**config.mk**
```make
export PLATFORM = sky130hd
export DESIGN_NAME = sb_deserializer_framed_flat
export DESIGN_NICKNAME = d
export VERILOG_FILES = /design/src/rtl/sb_deserializer_framed_if.sv /design/src/rtl/sb_deserializer_framed.sv /design/src/flat_wrapper.sv
export SDC_FILE = /design/constraint.sdc
export NUM_CORES = 1
export LEC_CHECK = 0
export CORE_ASPECT_RATIO = 1.5
export CORE_MARGIN = 5
export CORE_UTILIZATION = 30
export DETAILED_ROUTE_END_ITERATION = 16
export PLACE_DENSITY = 0.49
export SYNTH_ARGS = -nofsm -noshare
export SYNTH_HDL_FRONTEND = slang
export SYNTH_SLANG_ARGS = --single-unit
```
**constraint.sdc**
```tcl
create_clock -name clk -period 1.32 [get_ports clk]
set_input_delay 0.264 -clock clk [delete_from_list [all_inputs] [get_ports clk]]
set_output_delay 0.264 -clock clk [all_outputs]
set_load 0.01 [all_outputs]
```
**src/rtl/sb_deserializer_framed_if.sv**
```systemverilog
// ---------------------------------------------------------------------------
// sb_deserializer_framed_if
// Bundles the serial-side inputs and the parallel-side outputs of the
// framed sideband deserializer.
//
//   enable        bit strobe; the line is sampled only when high
//   in_bit        serial line, idles at 1
//   flush         synchronous abort back to IDLE
//   parallel_data assembled word, first symbol in the low DATA_WIDTH bits
//   data_valid    one-cycle pulse: parallel_data is new
//   frame_err     one-cycle pulse: stop bit sampled as 0
//   busy          receiver is in any state other than IDLE
//
// Modports: master = line driver / word consumer, slave = deserializer.
// ---------------------------------------------------------------------------
interface sb_deserializer_framed_if #(
    parameter int DATA_WIDTH = 8,
    parameter int SYMBOLS    = 1
);
    logic                          enable;
    logic                          in_bit;
    logic                          flush;
    logic [DATA_WIDTH*SYMBOLS-1:0] parallel_data;
    logic                          data_valid;
    logic                          frame_err;
    logic                          busy;

    modport master (
        output enable,
        output in_bit,
        output flush,
        input  parallel_data,
        input  data_valid,
        input  frame_err,
        input  busy
    );

    modport slave (
        input  enable,
        input  in_bit,
        input  flush,
        output parallel_data,
        output data_valid,
        output frame_err,
        output busy
    );
endinterface

```
**src/rtl/sb_deserializer_framed.sv**
```systemverilog
// ---------------------------------------------------------------------------
// sb_deserializer_framed
// Sideband receive deserializer for start/stop-framed symbols. Each symbol
// is a 0 start bit, DATA_WIDTH data bits and a 1 stop bit, one bit per
// enabled clock. SYMBOLS good symbols are packed into one output word and
// announced with a one-cycle data_valid pulse; a bad stop bit gives a
// one-cycle frame_err pulse and drops the partial word.
//
// Ports:
//   clk  receive clock
//   rst  asynchronous active-low reset
//   sb   sb_deserializer_framed_if.slave (enable, in_bit, flush in;
//        parallel_data, data_valid, frame_err, busy out)
//
// States:
//   IDLE   | line idle, waiting for a 0 start bit
//   DATA   | shifting in DATA_WIDTH data bits
//   STOP   | sampling the stop bit, storing or rejecting the symbol
//   RESYNC | after a framing error, waiting for the line to return to 1
// ---------------------------------------------------------------------------
module sb_deserializer_framed #(
    parameter int DATA_WIDTH = 8,
    parameter int SYMBOLS    = 1,
    parameter bit LSB_FIRST  = 1'b1
) (
    input  logic                    clk,
    input  logic                    rst,
    sb_deserializer_framed_if.slave sb
);
    localparam int BCW = $clog2(DATA_WIDTH);
    localparam int SCW = $clog2(SYMBOLS) + 1;
    localparam int WW  = DATA_WIDTH * SYMBOLS;

    localparam logic [BCW-1:0] BIT_LAST = BCW'(DATA_WIDTH - 1);
    localparam logic [SCW-1:0] SYM_LAST = SCW'(SYMBOLS - 1);

    typedef enum logic [1:0] {
        IDLE   = 2'd0,
        DATA   = 2'd1,
        STOP   = 2'd2,
        RESYNC = 2'd3
    } state_t;

    state_t                state;
    logic [BCW-1:0]        bit_cnt;
    logic [SCW-1:0]        sym_cnt;
    logic [DATA_WIDTH-1:0] sym_reg;
    logic [WW-1:0]         word_reg;
    logic [WW-1:0]         pd_reg;
    logic                  dv_reg;
    logic                  fe_reg;

    logic [DATA_WIDTH-1:0] sym_shift;
    logic [WW-1:0]         word_next;

    // LSB-first shifts in from the top so the first bit ends up in bit 0
    // after DATA_WIDTH shifts; MSB-first shifts in from the bottom.
    always_comb begin
        if (LSB_FIRST)
            sym_shift = {sb.in_bit, sym_reg[DATA_WIDTH-1:1]};
        else
            sym_shift = {sym_reg[DATA_WIDTH-2:0], sb.in_bit};
    end

    // Word with the just-completed symbol dropped into its slot, so the
    // final symbol is included when the word is published on the same edge.
    always_comb begin
        word_next = word_reg;
        for (int s = 0; s < SYMBOLS; s++) begin
            if (sym_cnt == SCW'(s))
                word_next[s*DATA_WIDTH +: DATA_WIDTH] = sym_reg;
        end
    end

    always_ff @(posedge clk or negedge rst) begin
        if (!rst) begin
            state    <= IDLE;
            bit_cnt  <= '0;
            sym_cnt  <= '0;
            sym_reg  <= '0;
            word_reg <= '0;
            pd_reg   <= '0;
            dv_reg   <= 1'b0;
            fe_reg   <= 1'b0;
        end else begin
            dv_reg <= 1'b0;
            fe_reg <= 1'b0;
            if (sb.flush) begin
                state    <= IDLE;
                bit_cnt  <= '0;
                sym_cnt  <= '0;
                sym_reg  <= '0;
                word_reg <= '0;
            end else if (sb.enable) begin
                case (state)
                    IDLE: begin
                        if (!sb.in_bit) begin
                            state   <= DATA;
                            bit_cnt <= '0;
                        end
                    end
                    DATA: begin
                        sym_reg <= sym_shift;
                        if (bit_cnt == BIT_LAST)
                            state <= STOP;
                        else
                            bit_cnt <= bit_cnt + 1'b1;
                    end
                    STOP: begin
                        if (sb.in_bit) begin
                            state <= IDLE;
                            if (sym_cnt == SYM_LAST) begin
                                pd_reg   <= word_next;
                                dv_reg   <= 1'b1;
                                sym_cnt  <= '0;
                                word_reg <= '0;
                            end else begin
                                word_reg <= word_next;
                                sym_cnt  <= sym_cnt + 1'b1;
                            end
                        end else begin
                            state    <= RESYNC;
                            fe_reg   <= 1'b1;
                            sym_cnt  <= '0;
                            word_reg <= '0;
                        end
                    end
                    RESYNC: begin
                        // A 0 here is line noise, never a start bit.
                        if (sb.in_bit)
                            state <= IDLE;
                    end
                    default: state <= IDLE;
                endcase
            end
        end
    end

    assign sb.parallel_data = pd_reg;
    assign sb.data_valid    = dv_reg;
    assign sb.frame_err     = fe_reg;
    assign sb.busy          = (state != IDLE);

endmodule

```
**src/flat_wrapper.sv**
```systemverilog
// flat-port wrapper written by rule: the top's interface ports become plain ports
module sb_deserializer_framed_flat 
#(
    parameter int DATA_WIDTH = 8,
    parameter int SYMBOLS    = 1,
    parameter bit LSB_FIRST  = 1'b1
)
  (clk, rst, sb_enable, sb_in_bit, sb_flush, sb_parallel_data, sb_data_valid, sb_frame_err, sb_busy);
  sb_deserializer_framed_if #(.DATA_WIDTH(DATA_WIDTH), .SYMBOLS(SYMBOLS)) sb_i ();
  input  logic clk;
  input  logic rst;
  input wire logic [$bits(sb_i.enable)-1:0] sb_enable;
  input wire logic [$bits(sb_i.in_bit)-1:0] sb_in_bit;
  input wire logic [$bits(sb_i.flush)-1:0] sb_flush;
  output wire logic [$bits(sb_i.parallel_data)-1:0] sb_parallel_data;
  output wire logic [$bits(sb_i.data_valid)-1:0] sb_data_valid;
  output wire logic [$bits(sb_i.frame_err)-1:0] sb_frame_err;
  output wire logic [$bits(sb_i.busy)-1:0] sb_busy;
  assign sb_i.enable = sb_enable;
  assign sb_i.in_bit = sb_in_bit;
  assign sb_i.flush = sb_flush;
  assign sb_parallel_data = sb_i.parallel_data;
  assign sb_data_valid = sb_i.data_valid;
  assign sb_frame_err = sb_i.frame_err;
  assign sb_busy = sb_i.busy;
  sb_deserializer_framed #(.DATA_WIDTH(DATA_WIDTH), .SYMBOLS(SYMBOLS), .LSB_FIRST(LSB_FIRST)) u_core (.clk(clk), .rst(rst), .sb(sb_i));
endmodule
```
==> flow_summary.html <==
<table>
<tr><th>Metric</th><th>Value</th></tr>
<tr><th colspan="2">Power and ir drop</th></tr>
<tr><td>Design internal power</td><td>approximately 0.00099 W</td></tr>
<tr><td>Clock share of power</td><td>about a third</td></tr>
<tr><td>Switching part of the total</td><td>between 20 and 25%</td></tr>
<tr><td>Worst voltage drop across the vdd grid</td><td>0.550 mV</td></tr>
<tr><td>Net switching power</td><td>0.000284 W</td></tr>
<tr><td>Power density cells</td><td>909 nW/um2</td></tr>
<tr><td>Fraction of power consumed by combinational cells</td><td>between 10% and 20%</td></tr>
<tr><td>Sequential share of power</td><td>55.8%</td></tr>
<tr><td>Leakage power</td><td>around 0.77 nW</td></tr>
<tr><th colspan="2">Route</th></tr>
<tr><td>Average wire length per cell after detail routing</td><td>about 13 um</td></tr>
<tr><td>Post-detailed-route via-to-cell ratio</td><td>approximately 4.5</td></tr>
<tr><td>Routed WL</td><td>2010 um</td></tr>
<tr><td>Drc violations</td><td>0</td></tr>
<tr><td>Number of violations reported at the end of detailed-routing iteration 0</td><td>13</td></tr>
<tr><td>Number of optimization iterations in the first detailed-route pass</td><td>4</td></tr>
<tr><td>Remaining number of nets flagged by the antenna check after routing</td><td>0</td></tr>
<tr><td>Via count</td><td>between 600 and 700</td></tr>
<tr><th colspan="2">Yosys</th></tr>
<tr><td>Cell accounting for the most synthesized area</td><td>sky130_fd_sc_hd__dfrtp_1</td></tr>
<tr><td>Synth top area cells</td><td>sky130_fd_sc_hd__dfrtp_1 57%, sky130_fd_sc_hd__mux2i_1 12%, sky130_fd_sc_hd__mux2_2 8.9%</td></tr>
<tr><td>Sequential-to-total area share from yosys stat</td><td>~57%</td></tr>
<tr><td>Total number of yosys warnings</td><td>0</td></tr>
<tr><td>Post-Synthesis Mean Instance Area</td><td>between 10 and 15 um2</td></tr>
<tr><td>Most instantiated flip-flop cell in the synthesis netlist</td><td>sky130_fd_sc_hd__dfrtp_1</td></tr>
<tr><td>Count of flip-flops with a built-in enable after synthesis</td><td>0</td></tr>
<tr><td>Net count of the mapped netlist</td><td>85</td></tr>
<tr><td>Portion of synthesized cell area occupied by the leading cell type</td><td>between 50 and 60%</td></tr>
<tr><td>Number of standard cells after synthesis</td><td>78</td></tr>
<tr><td>Netlist Area Pre-Place</td><td>approximately 1000 um2</td></tr>
<tr><td>Flop and latch count out of synthesis</td><td>23</td></tr>
<tr><td>Most frequent cell after synthesis</td><td>sky130_fd_sc_hd__dfrtp_1</td></tr>
<tr><td>Synth cell types</td><td>22</td></tr>
<tr><td>Fraction of registers with async set or reset after synthesis</td><td>100%</td></tr>
<tr><td>Commonest cells post-synth</td><td>23 x sky130_fd_sc_hd__dfrtp_1, 12 x sky130_fd_sc_hd__mux2i_1, 10 x sky130_fd_sc_hd__nor2_1, 8 x sky130_fd_sc_hd__mux2_2, 4 x sky130_fd_sc_hd__nand2b_1</td></tr>
<tr><th colspan="2">Die</th></tr>
<tr><td>Die height</td><td>roughly 81 um</td></tr>
<tr><td>Number of I/O pins</td><td>16</td></tr>
<tr><td>Area of the core region</td><td>3350 um2</td></tr>
<tr><td>Initial cell density of the core</td><td>between 30% and 40%</td></tr>
<tr><td>DIE WIDTH</td><td>57.5 um</td></tr>
<tr><td>Standard-cell row count</td><td>26</td></tr>
<tr><td>Total die area</td><td>about 4700 um2</td></tr>
<tr><th colspan="2">Timing</th></tr>
<tr><td>Achievable frequency</td><td>approximately 0.75 GHz</td></tr>
<tr><td>Slew @ Worst Pin</td><td>0.341 ns</td></tr>
<tr><td>Setup repair after global routing missed its margin</td><td>true</td></tr>
<tr><td># setup viols final</td><td>9</td></tr>
<tr><td>Clock Skew</td><td>0.00625 ns</td></tr>
<tr><td>Fin Hold WS</td><td>about 0.35 ns</td></tr>
<tr><td>Max_slew headroom</td><td>between 70% and 80%</td></tr>
<tr><td>Ratio of final minimum period to clock period</td><td>101%</td></tr>
<tr><td>Count of final max-slew check failures</td><td>0</td></tr>
<tr><td>Number of hold violations in the final report</td><td>0</td></tr>
<tr><td>Minimum clock period after layout</td><td>approximately 1.3 ns</td></tr>
<tr><td>Final WS setup</td><td>-0.00928 ns</td></tr>
<tr><th colspan="2">Layout</th></tr>
<tr><td>Inserted Diodes</td><td>0</td></tr>
<tr><td>Layout cell share with drive strength beyond 1</td><td>33.6%</td></tr>
<tr><td>Post-layout instance count excluding filler cells</td><td>between 150 and 200</td></tr>
<tr><td>Nets</td><td>118</td></tr>
<tr><td>Area growth syn-to-layout</td><td>38.1%</td></tr>
<tr><th colspan="2">Clocking</th></tr>
<tr><td>Maximum root-to-sink buffer count</td><td>2</td></tr>
<tr><td>H-tree depth</td><td>1</td></tr>
<tr><td>Clk Tree Root Cell</td><td>sky130_fd_sc_hd__clkbuf_8</td></tr>
<tr><td>Clock-pin slew on the worst setup and hold paths</td><td>0.08 ns</td></tr>
<tr><td>Hold_buf cts</td><td>0</td></tr>
<tr><td>Number of buffers created by CTS</td><td>3</td></tr>
<tr><td>Clock Sink Count</td><td>23</td></tr>
<tr><td>Worst-skew pair later-pin latency</td><td>roughly 0.26 ns</td></tr>
<tr><td>CTS tree</td><td>built</td></tr>
<tr><th colspan="2">Placement</th></tr>
<tr><td>Global placer's final weighted congestion</td><td>between 0.6 and 0.7</td></tr>
<tr><td>Detailed Place HPWL</td><td>roughly 1400 um</td></tr>
<tr><td>Placed cell count</td><td>around 140</td></tr>
<tr><td>Port Buffer Count</td><td>15</td></tr>
<tr><th colspan="2">Worst setup path</th></tr>
<tr><td>Worst endpoint data arrival time</td><td>1.48 ns</td></tr>
<tr><td>Worst-path fanout max</td><td>9</td></tr>
<tr><td>R2R Path End</td><td>u_core.sb.parallel_data[6]</td></tr>
<tr><td>Worst reg2reg startpoint</td><td>u_core.state[0]</td></tr>
<tr><td>Nature of the critical path startpoint</td><td>flop</td></tr>
<tr><td>Type of the worst setup path</td><td>reg2reg</td></tr>
<tr><td>FF-to-FF path depth</td><td>4</td></tr>
<tr><td>Setup slack, reg-to-reg</td><td>-0.009 ns</td></tr>
<tr><td>Worst Setup End Kind</td><td>flop</td></tr>
<tr><td>Required time reported for the critical path endpoint</td><td>1.47 ns</td></tr>
<tr><th colspan="2">GRT</th></tr>
<tr><td>Vias in the first global route</td><td>around 750</td></tr>
<tr><td>Initial antenna violation count</td><td>0</td></tr>
<tr><td>Wire length of the first global-routing pass</td><td>roughly 3500 um</td></tr>
<tr><td>Pin count of the biggest net entering global routing</td><td>24</td></tr>
<tr><td>Overall Global Routing Usage</td><td>slightly below 10%</td></tr>
<tr><td>Remaining global-route overflow</td><td>0</td></tr>
<tr><th colspan="2">Min path</th></tr>
<tr><td>Path category of the worst min-delay check</td><td>in2async</td></tr>
<tr><th colspan="2">Run status</th></tr>
<tr><td>Violations in the final reports</td><td>negative setup slack</td></tr>
<tr><td>Result of the run</td><td>complete, but fails checks</td></tr>
<tr><th colspan="2">Job</th></tr>
<tr><td>Max capacitance violation total</td><td>0</td></tr>
</table>
metrics by stage:
stage               util (%)  instance area (um2)  power [W]  setup WS, ns  setup TNS, ns
global route            41.8                 1400    0.00135       -0.0616         -0.564
finish                  41.8                 1400    0.00127      -0.00928        -0.0590
global placement        38.8                 1300   0.000835        -0.265          -4.31
detailed placement      38.8                 1300   0.000836        -0.269          -4.39
CTS                     40.5                 1360    0.00129       -0.0200        -0.0891
floorplan                  -                 1010   0.000768        0.0793              0
worst max-delay path by stage:
stage	start	end	slack (ns)	cells after the start
after detailed placement	sb_flush	u_core.sb.parallel_data[3]	-0.27	4
after floorplan	u_core.bit_cnt[0]	u_core.bit_cnt[0]	0.08	5
after CTS	u_core.state[1]	sb_busy	-0.02	2
after global placement	sb_flush	u_core.sb.parallel_data[4]	-0.27	4
after global routing	u_core.state[0]	u_core.sb.parallel_data[2]	-0.06	4
final	u_core.state[0]	u_core.sb.parallel_data[6]	-0.009	4
critical path, stage by stage, from the launching register on:
cell and delay (ns):
sky130_fd_sc_hd__dfrtp_1 0.39, sky130_fd_sc_hd__buf_6 0.12, sky130_fd_sc_hd__and4bb_4 0.34, sky130_fd_sc_hd__nand2_8 0.08, sky130_fd_sc_hd__mux2_2 0.29
cells by family after synthesis:
| family | share of synthesized area (%) |
|---|---|
| simple gates | 16.2 |
| fa+ha+maj | 2.47 |
| compound gates | 2.22 |
| buf+inv | 1.73 |
| flops | 56.7 |
| mux | 20.7 |
area by class of cell:
type	count	area [um2]
clock buffer	3	41.3
clock inverter	1	5.00
fill	345	1950
inverter	1	3.75
multi-input combinational	51	444
sequential	23	576
tap	42	52.6
timing repair buffer	31	279
cells in the final DEF, fill, tap and decap left out, drive strengths merged, types with 3 or more instances in the layout:
cell type,Yosys,routed
clkbuf,1,3
dfrtp,23,23
nand2b,4,4
dlygate4sd2,0,10
mux2,8,8
nor2,10,10
buf,2,17
clkdlybuf4s50,0,3
mux2i,12,12
nand2,3,3
power groups by stage:
stage	Clock (W)	Sequential, W	Combinational, W
final	0.000434	0.000711	0.000128
after global routing	0.000497	0.000712	0.000141
after CTS	0.000458	0.000711	0.000116
after detailed placement	0	0.000725	0.000111
after global placement	0	0.000725	0.000110
after floorplan	0	0.000724	0.0000443
metal layers:
layer / global-route usage (%) / share of wire [%] / up-vias / wire length, um
li1: - / - / 333 / -
met1: 11.4 / 42 / 345 / 844
met2: 16.4 / 53 / 10 / 1070
met3: 2.07 / 3.8 / 2 / 76
met4: 4.87 / 0.60 / 0 / 12
met5: 0 / 0 / - / 0
repair_timing:
| action | 4_1_cts | 5_1_grt |
|---|---|---|
| resized for setup | 18 | 6 |
| endpoints found under the setup margin | 24 | 20 |
| gates cloned | 0 | 1 |
| pin swaps | 2 | 6 |
| buffers inserted | 1 | 3 |
Note: power is estimated with default switching activity, not from simulation.
